`config.mk`:
```
export PLATFORM = sky130hd
export DESIGN_NAME = noc_credit_link
export DESIGN_NICKNAME = d
export VERILOG_FILES = /design/src/rtl/noc_credit_link.sv
export SDC_FILE = /design/constraint.sdc
export NUM_CORES = 1
export LEC_CHECK = 0
export CAP_MARGIN = 10
export CORE_MARGIN = 3
export CORE_UTILIZATION = 32
export DETAILED_ROUTE_END_ITERATION = 8
export MAX_ROUTING_LAYER = met4
export SETUP_SLACK_MARGIN = 0.05
export SLEW_MARGIN = 5
export SYNTH_ARGS = -nofsm -noshare
export SYNTH_HDL_FRONTEND = slang
export SYNTH_SLANG_ARGS = --single-unit
```
`constraint.sdc`:
```
create_clock -name clk_noc -period 7.8 [get_ports clk_noc]
set_clock_uncertainty 0.1 [all_clocks]
set_input_delay 0.78 -clock clk_noc [delete_from_list [all_inputs] [get_ports clk_noc]]
set_output_delay 0.78 -clock clk_noc [all_outputs]
set_load 0.05 [all_outputs]
```
`src/rtl/noc_credit_link.sv`:
```
// noc_credit_link: credit-based NoC link with per-VC receive FIFOs, round-robin arbitration and retimed forward/credit paths
module noc_credit_link #(
    parameter int FLIT_WIDTH = 128,
    parameter int DEST_WIDTH = 6,
    parameter int NUM_VC = 2,
    parameter int BUFFER_DEPTH = 4,
    parameter int DOWNSTREAM_CREDITS = 4,
    parameter int NUM_PIPELINE = 0,
    localparam int VC_W = (NUM_VC > 1) ? $clog2(NUM_VC) : 1
) (
    input  logic                  clk_noc,
    input  logic                  rst_n,
    input  logic [FLIT_WIDTH-1:0] data_in,
    input  logic [DEST_WIDTH-1:0] dest_in,
    input  logic                  is_tail_in,
    input  logic [VC_W-1:0]       vc_in,
    input  logic                  send_in,
    output logic [NUM_VC-1:0]     credit_out,
    output logic [FLIT_WIDTH-1:0] data_out,
    output logic [DEST_WIDTH-1:0] dest_out,
    output logic                  is_tail_out,
    output logic [VC_W-1:0]       vc_out,
    output logic                  send_out,
    input  logic [NUM_VC-1:0]     credit_in,
    output logic                  overflow_err,
    output logic                  credit_err
);
    localparam int PW = $clog2(BUFFER_DEPTH);
    localparam int FW = FLIT_WIDTH + DEST_WIDTH + 1;

    logic [FW-1:0]     mem [NUM_VC][BUFFER_DEPTH];
    logic [PW:0]       wr_ptr [NUM_VC];
    logic [PW:0]       rd_ptr [NUM_VC];
    logic [3:0]        cnt [NUM_VC];
    logic [NUM_VC-1:0] full, empty, elig, push, pop, credit_eff;
    logic [VC_W-1:0]   rr_ptr, gvc;
    logic              grant, vc_ok;
    logic [FW-1:0]     fwd_d [NUM_PIPELINE+1];
    logic [VC_W-1:0]   fwd_vc [NUM_PIPELINE+1];
    logic [NUM_PIPELINE:0] fwd_v;

    assign vc_ok = int'(vc_in) < NUM_VC;

    always_comb begin
        for (int v = 0; v < NUM_VC; v++) begin
            empty[v] = wr_ptr[v] == rd_ptr[v];
            full[v]  = (wr_ptr[v] - rd_ptr[v]) == (PW+1)'(BUFFER_DEPTH);
            elig[v]  = !empty[v] && cnt[v] != 4'd0;
            push[v]  = send_in && vc_ok && vc_in == VC_W'(v) && !full[v];
        end
    end

    always_comb begin
        grant = 1'b0;
        gvc   = '0;
        for (int i = 0; i < NUM_VC; i++) begin
            if (!grant && elig[(int'(rr_ptr) + i) % NUM_VC]) begin
                grant = 1'b1;
                gvc   = VC_W'((int'(rr_ptr) + i) % NUM_VC);
            end
        end
        for (int v = 0; v < NUM_VC; v++)
            pop[v] = grant && gvc == VC_W'(v);
    end

    always_ff @(posedge clk_noc) begin
        for (int v = 0; v < NUM_VC; v++)
            if (push[v]) mem[v][wr_ptr[v][PW-1:0]] <= {data_in, dest_in, is_tail_in};
    end

    always_ff @(posedge clk_noc or negedge rst_n) begin
        if (!rst_n) begin
            for (int v = 0; v < NUM_VC; v++) begin
                wr_ptr[v] <= '0;
                rd_ptr[v] <= '0;
                cnt[v]    <= 4'(DOWNSTREAM_CREDITS);
            end
            rr_ptr       <= '0;
            credit_out   <= '0;
            overflow_err <= 1'b0;
            credit_err   <= 1'b0;
        end else begin
            for (int v = 0; v < NUM_VC; v++) begin
                if (push[v]) wr_ptr[v] <= wr_ptr[v] + (PW+1)'(1);
                if (pop[v]) rd_ptr[v] <= rd_ptr[v] + (PW+1)'(1);
                if (credit_eff[v] && !pop[v]) begin
                    if (cnt[v] == 4'(DOWNSTREAM_CREDITS)) credit_err <= 1'b1;
                    else cnt[v] <= cnt[v] + 4'd1;
                end else if (pop[v] && !credit_eff[v]) begin
                    cnt[v] <= cnt[v] - 4'd1;
                end
            end
            credit_out <= pop;
            if (send_in && push == '0) overflow_err <= 1'b1;
            if (grant) rr_ptr <= VC_W'((int'(gvc) + 1) % NUM_VC);
        end
    end

    always_ff @(posedge clk_noc or negedge rst_n) begin
        if (!rst_n) begin
            for (int k = 0; k <= NUM_PIPELINE; k++) begin
                fwd_d[k]  <= '0;
                fwd_vc[k] <= '0;
            end
            fwd_v <= '0;
        end else begin
            fwd_v[0] <= grant;
            if (grant) begin
                fwd_d[0]  <= mem[gvc][rd_ptr[gvc][PW-1:0]];
                fwd_vc[0] <= gvc;
            end
            for (int k = 1; k <= NUM_PIPELINE; k++) begin
                fwd_v[k] <= fwd_v[k-1];
                if (fwd_v[k-1]) begin
                    fwd_d[k]  <= fwd_d[k-1];
                    fwd_vc[k] <= fwd_vc[k-1];
                end
            end
        end
    end

    assign {data_out, dest_out, is_tail_out} = fwd_d[NUM_PIPELINE];
    assign vc_out   = fwd_vc[NUM_PIPELINE];
    assign send_out = fwd_v[NUM_PIPELINE];

    generate
        if (NUM_PIPELINE == 0) begin : g_crd_direct
            assign credit_eff = credit_in;
        end else begin : g_crd_pipe
            logic [NUM_VC-1:0] crd_q [NUM_PIPELINE];
            always_ff @(posedge clk_noc or negedge rst_n) begin
                if (!rst_n) begin
                    for (int k = 0; k < NUM_PIPELINE; k++) crd_q[k] <= '0;
                end else begin
                    crd_q[0] <= credit_in;
                    for (int k = 1; k < NUM_PIPELINE; k++) crd_q[k] <= crd_q[k-1];
                end
            end
            assign credit_eff = crd_q[NUM_PIPELINE-1];
        end
    endgenerate
endmodule

```
# Yosys cells after proc, flatten, opt, wreduce, memory -nomap -nowiden
# Memory sizes are Yosys's and may differ from the RTL's.
# Index checks and enable logic that the tools add are counted.
# word_totals
reg_bits	162
ram_bits	1080
in_bits	141
output_inout_bits	141
word_cells	118
memories	1
# mem_list
memory	depth	word_bits	read_ports	rd_ports_with_merged_regs	write_ports	line_no	source
mem	2	540	1	0	1	31	logic [FW-1:0] mem [NUM_VC][BUFFER_DEPTH];
# classes
n_addsub	12
order_cmp	8
eq_ne	8
n_mux	36
n_bitwise	7
n_reduce_logical	33
# op_table
cell	n
540-bit 2-to-1 mux	4
135-bit demux with 2-bit select	2
135-bit 2-to-1 mux	4
540-bit OR reduction	1
135-bit binary-select mux with 2-bit select	1
4-bit 2-to-1 mux	6
1-bit logical AND	16
1-bit 2-to-1 mux	16
3-bit by 1-bit adder with 3-bit output, second input constant	4
3-bit >= comparator, second input constant	3
1-bit zero test	9
2-bit NOT with 3-bit output	3
4-bit by 1-bit adder with 4-bit output, second input constant	2
4-bit by 3-bit equality test with 1-bit output, second input constant	2
4-bit nonzero test	2
4-bit by 1-bit subtractor with 4-bit output, second input constant	2
3-bit equality test	2
3-bit equality test, second input constant	2
3-bit by 1-bit < comparator with 1-bit output, second input constant	2
2-bit 2-to-1 mux	3
3-bit subtractor	2
2-bit inequality test, second input constant	2
2-bit AND reduction	2
2-bit nonzero test	2
other kinds (8)	10

# Depth between registers and ports, before layout
# Gate-level depths: netlist (run 1).
# depth
ltp_word	17
depth_mapped	16
mapped_depth_nobuf	12

# Least setup slack after synthesis (run 1)
# OpenSTA, ideal clock, no wires.
# synth_timing
path_kind	reg2reg
from	register rd_ptr[4] (netlist name)
to	memory mem[0][0] (netlist name), enable pin
setup_time_ps	512
t_arrival_ps	5028
t_required_ps	7188
path_slack_ps	2160
stages_incl_launch_ff	9
synth_period_minus_slack_ps	5640
cell_sequence	dfrtp_1 -> clkbuf_1 -> buf_2 -> inv_2 -> clkbuf_1 -> ha_1 -> and2_1 -> a211oi_2 -> and2_1
# synth_between
elab_chain_len	7
# synth_rtl
element	line_no	source
from (decl)	33	logic [PW:0] rd_ptr [NUM_VC];
from (signal, indexed assignment)	85	if (pop[v]) rd_ptr[v] <= rd_ptr[v] + (PW+1)'(1);
3-bit subtractor	47	full[v] = (wr_ptr[v] - rd_ptr[v]) == (PW+1)'(BUFFER_DEPTH);
3-bit equality test	47	
1-bit zero test	49	push[v] = send_in && vc_ok && vc_in == VC_W'(v) && !full[v];
1-bit logical AND	49	
1-bit 2-to-1 mux	68	if (push[v]) mem[v][wr_ptr[v][PW-1:0]] <= {data_in, dest_in, is_tail_in};
540-bit 2-to-1 mux (not written as such)	68	
540-bit 2-to-1 mux (no source line)	-	
to (decl)	31	
# No other way between the ends.

# Worst setup path in the final report (run 1)
# layout_timing
from	register rd_ptr[4] (netlist name)
to	register fwd_d[24] (netlist name)
# layout_between
elab_chain_len	17
word_cells_on_any_way	23
# layout_rtl
element	line_no	source
3-bit equality test	46	empty[v] = wr_ptr[v] == rd_ptr[v];
1-bit zero test	48	elig[v] = !empty[v] && cnt[v] != 4'd0;
1-bit logical AND	48	
1-bit 2-to-1 mux (not written as such) (2 in series)	57	if (!grant && elig[(int'(rr_ptr) + i) % NUM_VC]) begin
1-bit 2-to-1 mux	57	
1-bit zero test	57	
1-bit logical AND	57	
1-bit 2-to-1 mux	57	
1-bit NOT with 2-bit output (not written as such)	109	fwd_d[0] <= mem[gvc][rd_ptr[gvc][PW-1:0]];
2-bit 2-to-1 mux (not written as such) (3 in series)	109	
2-bit NOT with 3-bit output (not written as such)	109	
135-bit binary-select mux with 2-bit select	109	
135-bit 2-to-1 mux (not written as such) (2 in series)	109	
to (signal, indexed assignment)	115	fwd_d[k] <= fwd_d[k-1];
to (decl)	38	logic [FW-1:0] fwd_d [NUM_PIPELINE+1];
# Parallel ways exist; a longest one is shown, timed or not. The select of a mux whose other input is x is not followed.
# A chain may end at the register's enable or synchronous reset.

==> impl_metrics.env, run 1 <==
export IMPL_status="finished clean"
export IMPL_yosys_register_bits=1242
export IMPL_syn_inst=2953
export IMPL_grt_max_degree=142
export IMPL_path_cells="inv_4, ha_1, and2_1, a21o_4, and2_4, buf_12, a221oi_1, o21ai_1"
export IMPL_whs_ns=0.389
export IMPL_p_total_uw=26500
export IMPL_cp_slowest_cell="dfrtp_4"
export IMPL_postCtsSetupBuffers=0
export IMPL_worstMarginPinSlew_ns=1.18
export IMPL_routedWlPerCell_microns=24.8
export IMPL_root_buffer="clkbuf_16"
export IMPL_share_comb_of_total_power_pct=40.6
export IMPL_wl_met1_mm=57.4
export IMPL_chipHeight_microns=397
export IMPL_synthDistinctLibCells=52
export IMPL_numCtsBuffers=137
export IMPL_grt_pass1_wl_mm=193
export IMPL_ant_nets=0
export IMPL_synth_area_sq_um=48900
export IMPL_ioPinCount=282
export IMPL_path_delay_family="compound AO/OA/AOI/OAI gates"
export IMPL_area_growth_syn_to_layout_pct=19.2
export IMPL_utilization_pct=38.6
export IMPL_synth_top_area_cell="edfxtp_1"
export IMPL_routed_top_layer="met4"
export IMPL_drc_errors=0
export IMPL_yosysSeqAreaShare_pct=74.6
export IMPL_syn_mean_instance_area_sq_um=16.6
export IMPL_cpPeakStageDelay_ns=0.87
export IMPL_drive_gt1_share_pct=20.1
export IMPL_multi_input_area_sq_um=11400
export IMPL_grt_usage_pct=17.1
export IMPL_synthTopCellsByArea="edfxtp_1 (66%), mux2_2 (9.3%), dfrtp_1 (8.2%)"
export IMPL_swShare_pct=40.4
export IMPL_ys_warn_count=0
export IMPL_cts_hold_fix_buffers=1
export IMPL_cp_required_ns=8.39
export IMPL_grt_pass1_vias=28000
export IMPL_max_freq_mhz=203
export IMPL_synth_edf_count=1080
export IMPL_fin_cells=5360
export IMPL_fin_setup_tns_ns=0
export IMPL_maxCapViolCount=0
export IMPL_cellLeakagePower_uw=0.0193
export IMPL_clk_pin_slew_worst_paths_ns=0.06
export IMPL_crit_path_max_fanout=91
export IMPL_wl_met2_mm=63.9
export IMPL_worst_skew_pair_late_latency_ns=0.78
export IMPL_std_cell_rows=142
export IMPL_seq_area_sq_um=36500
export IMPL_initial_core_util_pct=32.4
export IMPL_drtIter0Drc=1783
export IMPL_async_reset_ff_share_pct=13.0
export IMPL_fin_crit_sh_pct=63.3
export IMPL_port_buffers=281
export IMPL_synth_net_count=3114
export IMPL_cts_resized=0
export IMPL_antenna_found_initial=23
export IMPL_p_sw_uw=10700
export IMPL_gp_congestion=0.733
export IMPL_fp_dieW_microns=397
export IMPL_synth_top_area_share_pct=66.3
export IMPL_worstSetupPathType="register to register"
export IMPL_peakVddDrop_mv=1.02
export IMPL_grt_ovfl_total=0
export IMPL_core_area_sq_um=151000
export IMPL_dp_hpwl_mm=65.1
export IMPL_maxSlewViolCount=0
export IMPL_hold_path_class="register to register"
export IMPL_synth_flop_cell="edfxtp_1"
export IMPL_cp_end_kind="register"
export IMPL_layout_commonest_cell="edfxtp_1"
export IMPL_slew_headroom_pct=21.4
export IMPL_dr_pass1_iters=5
export IMPL_cts_htree_levels=4
export IMPL_dp_cells=5085
export IMPL_cts_tree="done"
export IMPL_cp_arrival_ns=5.53
export IMPL_setup_viol=0
export IMPL_fill_cells=13800
export IMPL_hold_violations=0
export IMPL_vias_per_cell=5.09
export IMPL_final_cell_mix="edfxtp_1 (1,080), mux2_2 (405), clkdlybuf4s50_1 (280)"
export IMPL_clockPowerShare_pct=24.0
export IMPL_period_needed_ns=4.93
export IMPL_wl_mm=133
export IMPL_internal_power_uw=15800
export IMPL_start_kind="register"
export IMPL_cts_sinks=1242
export IMPL_layout_nets=3370
export IMPL_critPathBufInv=2
export IMPL_rsz0062_at_grt="no"
export IMPL_routed_via_count=27300
export IMPL_clk_path_buf_depth=3
export IMPL_dieArea_sq_um=158000
export IMPL_powerDensity_nw_per_um2=454
export IMPL_p_seq_share_pct=35.3
export IMPL_wl_met3_mm=8.86
==> layout make-up <==
cell class	count	area share (%)
clock buffer	205	6.70
multi-input combinational	1498	19.6
timing repair buffer	313	5.55
clock inverter	50	0.986
antenna	19	0.0816
tap	2016	4.33
sequential	1242	62.7
inverter	17	0.122
==> kinds of logic after synthesis <==
family / Yosys count / share of synthesized area [%]
AOI/OAI and AO/OA: 481 / 6.14
xor gates and xnor gates: 17 / 0.320
adders and majority gates: 20 / 0.543
buffers and inverters: 213 / 2.17
DFF: 1242 / 74.6
muxes: 542 / 12.1
and+or+nand+nor: 438 / 4.06
==> registers in the layout, indices dropped and copies added (netlist names) <==
| name | cells |
|---|---|
| cnt | 8 |
| mem | 1080 |
| rr_ptr | 1 |
| fwd_d | 135 |
| rd_ptr | 6 |
| overflow_err | 1 |
| send_out | 1 |
| credit_out | 2 |
| credit_err | 1 |
| wr_ptr | 6 |
| vc_out | 1 |
==> path summary, 6_finish.rpt <==
kind,depth (start not counted),end,startpoint,slack (ns)
max,8,fwd_d[24]$_DFFE_PN0N_,rd_ptr[4]$_DFFE_PN0P_,2.87
max reg2reg,8,fwd_d[24]$_DFFE_PN0N_,rd_ptr[4]$_DFFE_PN0P_,2.87
min in group asynchronous,2,fwd_d[2]$_DFFE_PN0N_,rst_n,0.45
min reg2reg,1,wr_ptr[2]$_DFFE_PN0P_,wr_ptr[2]$_DFFE_PN0P_,0.39
max in group asynchronous,3,rd_ptr[4]$_DFFE_PN0P_,rst_n,5.85
min,1,wr_ptr[2]$_DFFE_PN0P_,wr_ptr[2]$_DFFE_PN0P_,0.39
==> stage by stage <==
step	cell area [sq um]	setup WS, ns
finish	58300	2.87
global route	58300	2.74
CTS	58200	2.99
global placement	53700	3.07
floorplan	48900	2.16
detailed placement	53700	3.02
==> synth_stat cells, types with 15 or more instances <==
library cell,n
mux2i_1,137
nor2_1,178
nor3_1,89
ha_1,18
nand2_1,98
nor4_1,48
edfxtp_1,1080
a21oi_1,188
inv_1,15
buf_2,65
buf_6,18
mux2_2,405
a221oi_1,131
o21ai_1,130
dfrtp_1,160
clkbuf_1,103
==> power groups by stage <==
stage / registers [uW] / logic (uW) / clock network (uW)
final: 9340 / 10800 / 6360
after global routing: 9460 / 11600 / 6800
after CTS: 9370 / 10900 / 6510
after detailed placement: 9490 / 10900 / 0
after global placement: 9480 / 10700 / 0
after floorplan: 10400 / 6240 / 0
==> per-layer routing <==
layer | global-route usage, % | vias to the layer above
met4 | 4.62 | 0
li1 | - | 12000
met5 | - | -
met1 | 21.7 | 14300
met3 | 4.30 | 188
met2 | 27.4 | 812
No activity file was read; power rests on OpenSTA's default activity.
==> run 2, diff against run 1 <==
clock period = 4.6 ns   (was 7.8 ns; I/O delays follow)
==> run 2 against run 1 <==
- combinational power increased by 74%
- core utilization is 0.29 points higher
- total power increased by 70%
- critical path type unchanged
==> impl_metrics.env, run 2 (synthesis gave the netlist of run 1 again) <==
export IMPL_cellLeakagePower_uw=0.0195
export IMPL_fill_cells=13800
export IMPL_port_buffers=281
export IMPL_initial_core_util_pct=32.4
export IMPL_cp_required_ns=5.17
export IMPL_p_seq_share_pct=34.4
export IMPL_routed_top_layer="met4"
export IMPL_maxCapViolCount=0
export IMPL_fp_dieW_microns=397
export IMPL_wl_met2_mm=63.9
export IMPL_whs_ns=0.241
export IMPL_swShare_pct=39.9
export IMPL_seq_area_sq_um=36500
export IMPL_worstSetupPathType="register to register"
export IMPL_setup_viol=0
export IMPL_area_growth_syn_to_layout_pct=20.0
export IMPL_dp_cells=5118
export IMPL_fin_setup_tns_ns=0
export IMPL_cts_sinks=1242
export IMPL_grt_ovfl_total=0
export IMPL_slew_headroom_pct=13.6
export IMPL_maxSlewViolCount=0
export IMPL_gp_congestion=0.742
export IMPL_crit_path_max_fanout=79
export IMPL_grt_pass1_wl_mm=194
export IMPL_cts_tree="done"
export IMPL_cts_htree_levels=4
export IMPL_postCtsSetupBuffers=0
export IMPL_grt_usage_pct=17.1
export IMPL_internal_power_uw=27100
export IMPL_max_freq_mhz=286
export IMPL_hold_path_class="input port to register"
export IMPL_clk_path_buf_depth=3
export IMPL_drtIter0Drc=2016
export IMPL_cts_resized=0
export IMPL_drive_gt1_share_pct=21.0
export IMPL_powerDensity_nw_per_um2=768
export IMPL_root_buffer="clkbuf_16"
export IMPL_dp_hpwl_mm=70.4
export IMPL_utilization_pct=38.9
export IMPL_std_cell_rows=142
export IMPL_peakVddDrop_mv=1.15
export IMPL_period_needed_ns=3.49
export IMPL_routedWlPerCell_microns=24.5
export IMPL_dr_pass1_iters=5
export IMPL_hold_violations=0
export IMPL_start_kind="register"
export IMPL_largest_reg_flops=1080
export IMPL_p_sw_uw=18000
export IMPL_cp_end_kind="register"
export IMPL_routed_via_count=27400
export IMPL_p_total_uw=45100
export IMPL_multi_input_area_sq_um=11400
export IMPL_clk_pin_slew_worst_paths_ns=0.06
export IMPL_ioPinCount=282
export IMPL_layout_nets=3404
export IMPL_wl_met1_mm=57.1
export IMPL_grt_max_degree=155
export IMPL_final_cell_mix="edfxtp_1 (1,080), mux2_2 (405), clkdlybuf4s50_1 (280)"
export IMPL_status="finished clean"
export IMPL_grt_pass1_vias=28500
export IMPL_worstMarginPinSlew_ns=1.30
export IMPL_numCtsBuffers=138
export IMPL_wl_met3_mm=8.06
export IMPL_fin_cells=5390
export IMPL_chipHeight_microns=397
export IMPL_ant_nets=0
export IMPL_rsz0062_at_grt="no"
export IMPL_share_comb_of_total_power_pct=41.7
export IMPL_antenna_found_initial=22
export IMPL_dieArea_sq_um=158000
export IMPL_layout_commonest_cell="edfxtp_1"
export IMPL_clockPowerShare_pct=23.9
export IMPL_cts_hold_fix_buffers=1
export IMPL_core_area_sq_um=151000
export IMPL_fin_crit_sh_pct=76.0
export IMPL_cp_arrival_ns=4.06
export IMPL_vias_per_cell=5.08
export IMPL_wl_mm=132
export IMPL_worst_skew_pair_late_latency_ns=0.76
export IMPL_drc_errors=0
==> run 2: cell types whose count changed in the layout (fill, tap and decap cells not counted), sizes merged <==
| cell | change |
|---|---|
| bufinv | +3 |
| clkbuf | -8 |
| inv | +3 |
| clkinv | -4 |
| buf | +33 |
| diode | +2 |
| clkinvlp | +1 |
==> run 2: cell type report <==
cell class	instances	share of cell area, %
antenna	21	0.0895
multi-input combinational	1498	19.4
inverter	17	0.122
timing repair buffer	346	6.34
sequential	1242	62.2
tap	2016	4.30
clock inverter	53	0.872
clock buffer	197	6.66
==> run 2: worst max-delay path, stage by stage, from the launching register on <==
cell and delay [ns]:
dfrtp_1 0.40, inv_1 0.15, ha_1 0.24, and2_1 0.24
a21o_4 0.25, or2_1 0.35, inv_6 0.65, buf_4 0.65
a21oi_1 0.08, o21ai_1 0.18
==> run 2: worst paths after layout <==
| check | from | endpoint | slack [ns] | cells past startpoint |
|---|---|---|---|---|
| min reg2reg | overflow_err$_DFFE_PN0P_ | overflow_err$_DFFE_PN0P_ | 0.37 | 2 |
| max in group asynchronous | rst_n | fwd_d[63]$_DFFE_PN0N_ | 2.99 | 3 |
| min | send_in | overflow_err$_DFFE_PN0P_ | 0.24 | 3 |
| max | wr_ptr[3]$_DFFE_PN0P_ | fwd_d[32]$_DFFE_PN0N_ | 1.11 | 9 |
| min in group asynchronous | rst_n | fwd_d[3]$_DFFE_PN0N_ | 0.26 | 2 |
| max reg2reg | wr_ptr[3]$_DFFE_PN0P_ | fwd_d[32]$_DFFE_PN0N_ | 1.11 | 9 |
==> run 2: power groups by stage <==
stage | registers, uW | logic, uW | clock network, uW
2_1_floorplan | 17500 | 10600 | 0
4_1_cts | 15500 | 19000 | 11000
3_3_place_gp | 15700 | 18700 | 0
6_report | 15500 | 18800 | 10700
3_5_place_dp | 15800 | 19000 | 0
5_1_grt | 15700 | 20200 | 11500
==> run 2: per-stage QoR <==
step / worst slack, ns / cell area, sq um
after floorplan: 0.459 / 48900
after global placement: 1.07 / 54200
after detailed placement: 0.984 / 54200
after CTS: 0.950 / 58600
after global routing: 0.814 / 58700
final: 1.11 / 58700
==> run 2: layer usage <==
metal  GRT usage, %  vias to the layer above
li1               -                    12100
met1           21.8                    14300
met2           27.4                      782
met3           3.93                      181
met4           5.04                        0
met5              -                        -
==> run 3, diff against run 2 <==
clock period = 3 ns   (was 4.6 ns; I/O delays follow)
==> run 3 against run 2 <==
- flip-flop and latch count unchanged
- sequential share of layout area down 0.37 points
- register-to-register slack worse by 0.93 ns
- worst setup slack worse by 0.93 ns
- worst hold slack worse by 0.11 ns
- clock power up 53%
- highest routed layer unchanged
==> impl_metrics.env, run 3 (synthesis gave the netlist of run 1 again) <==
export IMPL_maxSlewViolCount=0
export IMPL_grt_usage_pct=17.2
export IMPL_cp_required_ns=3.58
export IMPL_cts_htree_levels=4
export IMPL_dieArea_sq_um=158000
export IMPL_routedWlPerCell_microns=24.9
export IMPL_clk_pin_slew_worst_paths_ns=0.06
export IMPL_peakVddDrop_mv=2.16
export IMPL_status="finished clean"
export IMPL_cp_end_kind="register"
export IMPL_layout_nets=3421
export IMPL_grt_max_degree=152
export IMPL_initial_core_util_pct=32.4
export IMPL_slew_headroom_pct=27.8
export IMPL_dp_hpwl_mm=68.4
export IMPL_fin_setup_tns_ns=0
export IMPL_antenna_found_initial=18
export IMPL_largest_reg_flops=1080
export IMPL_wl_mm=134
export IMPL_internal_power_uw=42000
export IMPL_cellLeakagePower_uw=0.0196
export IMPL_share_comb_of_total_power_pct=42.7
export IMPL_layout_commonest_cell="edfxtp_1"
export IMPL_dr_pass1_iters=5
export IMPL_area_growth_syn_to_layout_pct=20.8
export IMPL_utilization_pct=39.1
export IMPL_rsz0062_at_grt="no"
export IMPL_gp_congestion=0.731
export IMPL_maxCapViolCount=0
export IMPL_multi_input_area_sq_um=11400
export IMPL_routed_via_count=27600
export IMPL_swShare_pct=40.0
export IMPL_ant_nets=0
export IMPL_seq_area_sq_um=36500
export IMPL_hold_path_class="input port to register"
export IMPL_worstSetupPathType="register to register"
export IMPL_hold_violations=0
export IMPL_drtIter0Drc=1867
export IMPL_p_total_uw=70000
export IMPL_std_cell_rows=142
export IMPL_setup_viol=0
export IMPL_cts_tree="done"
export IMPL_drc_errors=0
export IMPL_final_cell_mix="edfxtp_1 (1,080), mux2_2 (405), clkdlybuf4s50_1 (280)"
export IMPL_clk_path_buf_depth=3
export IMPL_powerDensity_nw_per_um2=1180
export IMPL_cp_arrival_ns=3.40
export IMPL_fp_dieW_microns=397
export IMPL_fin_crit_sh_pct=94.1
export IMPL_start_kind="register"
export IMPL_drive_gt1_share_pct=21.4
export IMPL_layout_setup_ws_ns=0.178
export IMPL_worstMarginPinSlew_ns=1.08
export IMPL_numCtsBuffers=138
export IMPL_grt_pass1_vias=28400
export IMPL_fill_cells=13700
export IMPL_ioPinCount=282
export IMPL_worst_skew_pair_late_latency_ns=0.77
export IMPL_vias_per_cell=5.11
export IMPL_p_sw_uw=28000
export IMPL_grt_ovfl_total=0
export IMPL_port_buffers=281
export IMPL_design_area_sq_um=59000
export IMPL_dpl_worst_slack_ns=0.0667
export IMPL_chipHeight_microns=397
export IMPL_core_area_sq_um=151000
export IMPL_grt_pass1_wl_mm=195
export IMPL_max_freq_mhz=354
export IMPL_p_seq_share_pct=33.9
export IMPL_clockPowerShare_pct=23.5
export IMPL_dpl_cell_area_sq_um=54500
export IMPL_period_needed_ns=2.82
export IMPL_cts_sinks=1242
export IMPL_root_buffer="clkbuf_16"
export IMPL_crit_path_max_fanout=37
==> run 3: cell types whose count changed in the layout (fill, tap and decap cells not counted), moves of 2 or more <==
cell,previous run,this run
buf_12,33,45
clkinv_1,11,16
diode_2,21,16
clkinv_2,19,16
inv_16,2,5
buf_16,0,2
clkbuf_1,40,42
clkbuf_8,15,13
inv_6,8,10
==> run 3: path summary, 6_finish.rpt <==
check                           slack (ns)                   from                       end  cells past startpoint
worst min register to register        0.39  rd_ptr[2]$_DFFE_PN0P_     rd_ptr[2]$_DFFE_PN0P_                      1
worst max-delay path                  0.18  wr_ptr[0]$_DFFE_PN0P_     fwd_d[51]$_DFFE_PN0N_                      9
worst min-delay path                  0.13                send_in  overflow_err$_DFFE_PN0P_                      3
worst max register to register        0.18  wr_ptr[0]$_DFFE_PN0P_     fwd_d[51]$_DFFE_PN0N_                      9
max in group asynchronous             1.65                  rst_n     fwd_d[37]$_DFFE_PN0N_                      4
min in group asynchronous             0.48                  rst_n     fwd_d[41]$_DFFE_PN0N_                      3
==> run 3: final cells by class <==
| type | count | share of cell area, % |
|---|---|---|
| Antenna cell | 16 | 0.0678 |
| Multi-Input combinational cell | 1498 | 19.4 |
| Tap cell | 2016 | 4.27 |
| Inverter | 17 | 0.121 |
| Clock inverter | 58 | 0.941 |
| Timing Repair Buffer | 363 | 6.91 |
| Sequential cell | 1242 | 61.8 |
| Clock buffer | 195 | 6.50 |
==> run 3: through the flow <==
| stage | cells | hold slack [ns] |
|---|---|---|
| final | 5405 | 0.128 |
| after detailed placement | 5130 | 0.180 |
| after global placement | 5130 | 0.185 |
| after floorplan | 2953 | -0.0956 |
| after global routing | 5404 | 0.127 |
| after CTS | 5386 | 0.0463 |
==> run 3: critical path: stages (launching register included) <==
cell and delay, ns:
dfrtp_1 0.37, inv_1 0.11, ha_1 0.29, and2_1 0.23, a21o_1 0.21, buf_4 0.22
and2_4 0.27, buf_4 0.54, a221oi_1 0.20, o21ai_1 0.12
==> run 3: per-layer routing <==
| metal | up-vias | GRT usage [%] | routed length [microns] | share of wire, % |
|---|---|---|---|---|
| met4 | 0 | 4.66 | 2690 | 2.0 |
| met5 | - | - | 0 | 0 |
| met1 | 14400 | 22.0 | 58000 | 43 |
| met2 | 854 | 27.5 | 64800 | 48 |
| met3 | 206 | 4.13 | 8880 | 6.6 |
| li1 | 12100 | - | - | - |
==> run 3: what timing repair did <==
item / in CTS / in global routing
gates cloned: 0 / 2
setup buffers: 0 / 1
endpoints found under the setup margin: 1 / 91
pin swaps: 0 / 2
resized for setup: 1 / 9
hold endpoints to repair: 161 / 0
hold buffers: 3 / 0
==> run 3: power by group through the flow <==
stage               clock network, uW  logic [uW]  registers [uW]
floorplan                           0       16300           26900
finish                          16400       29800           23700
detailed placement                  0       29700           24100
global placement                    0       29500           24000
global route                    17500       32000           24000
CTS                             16800       29800           23800
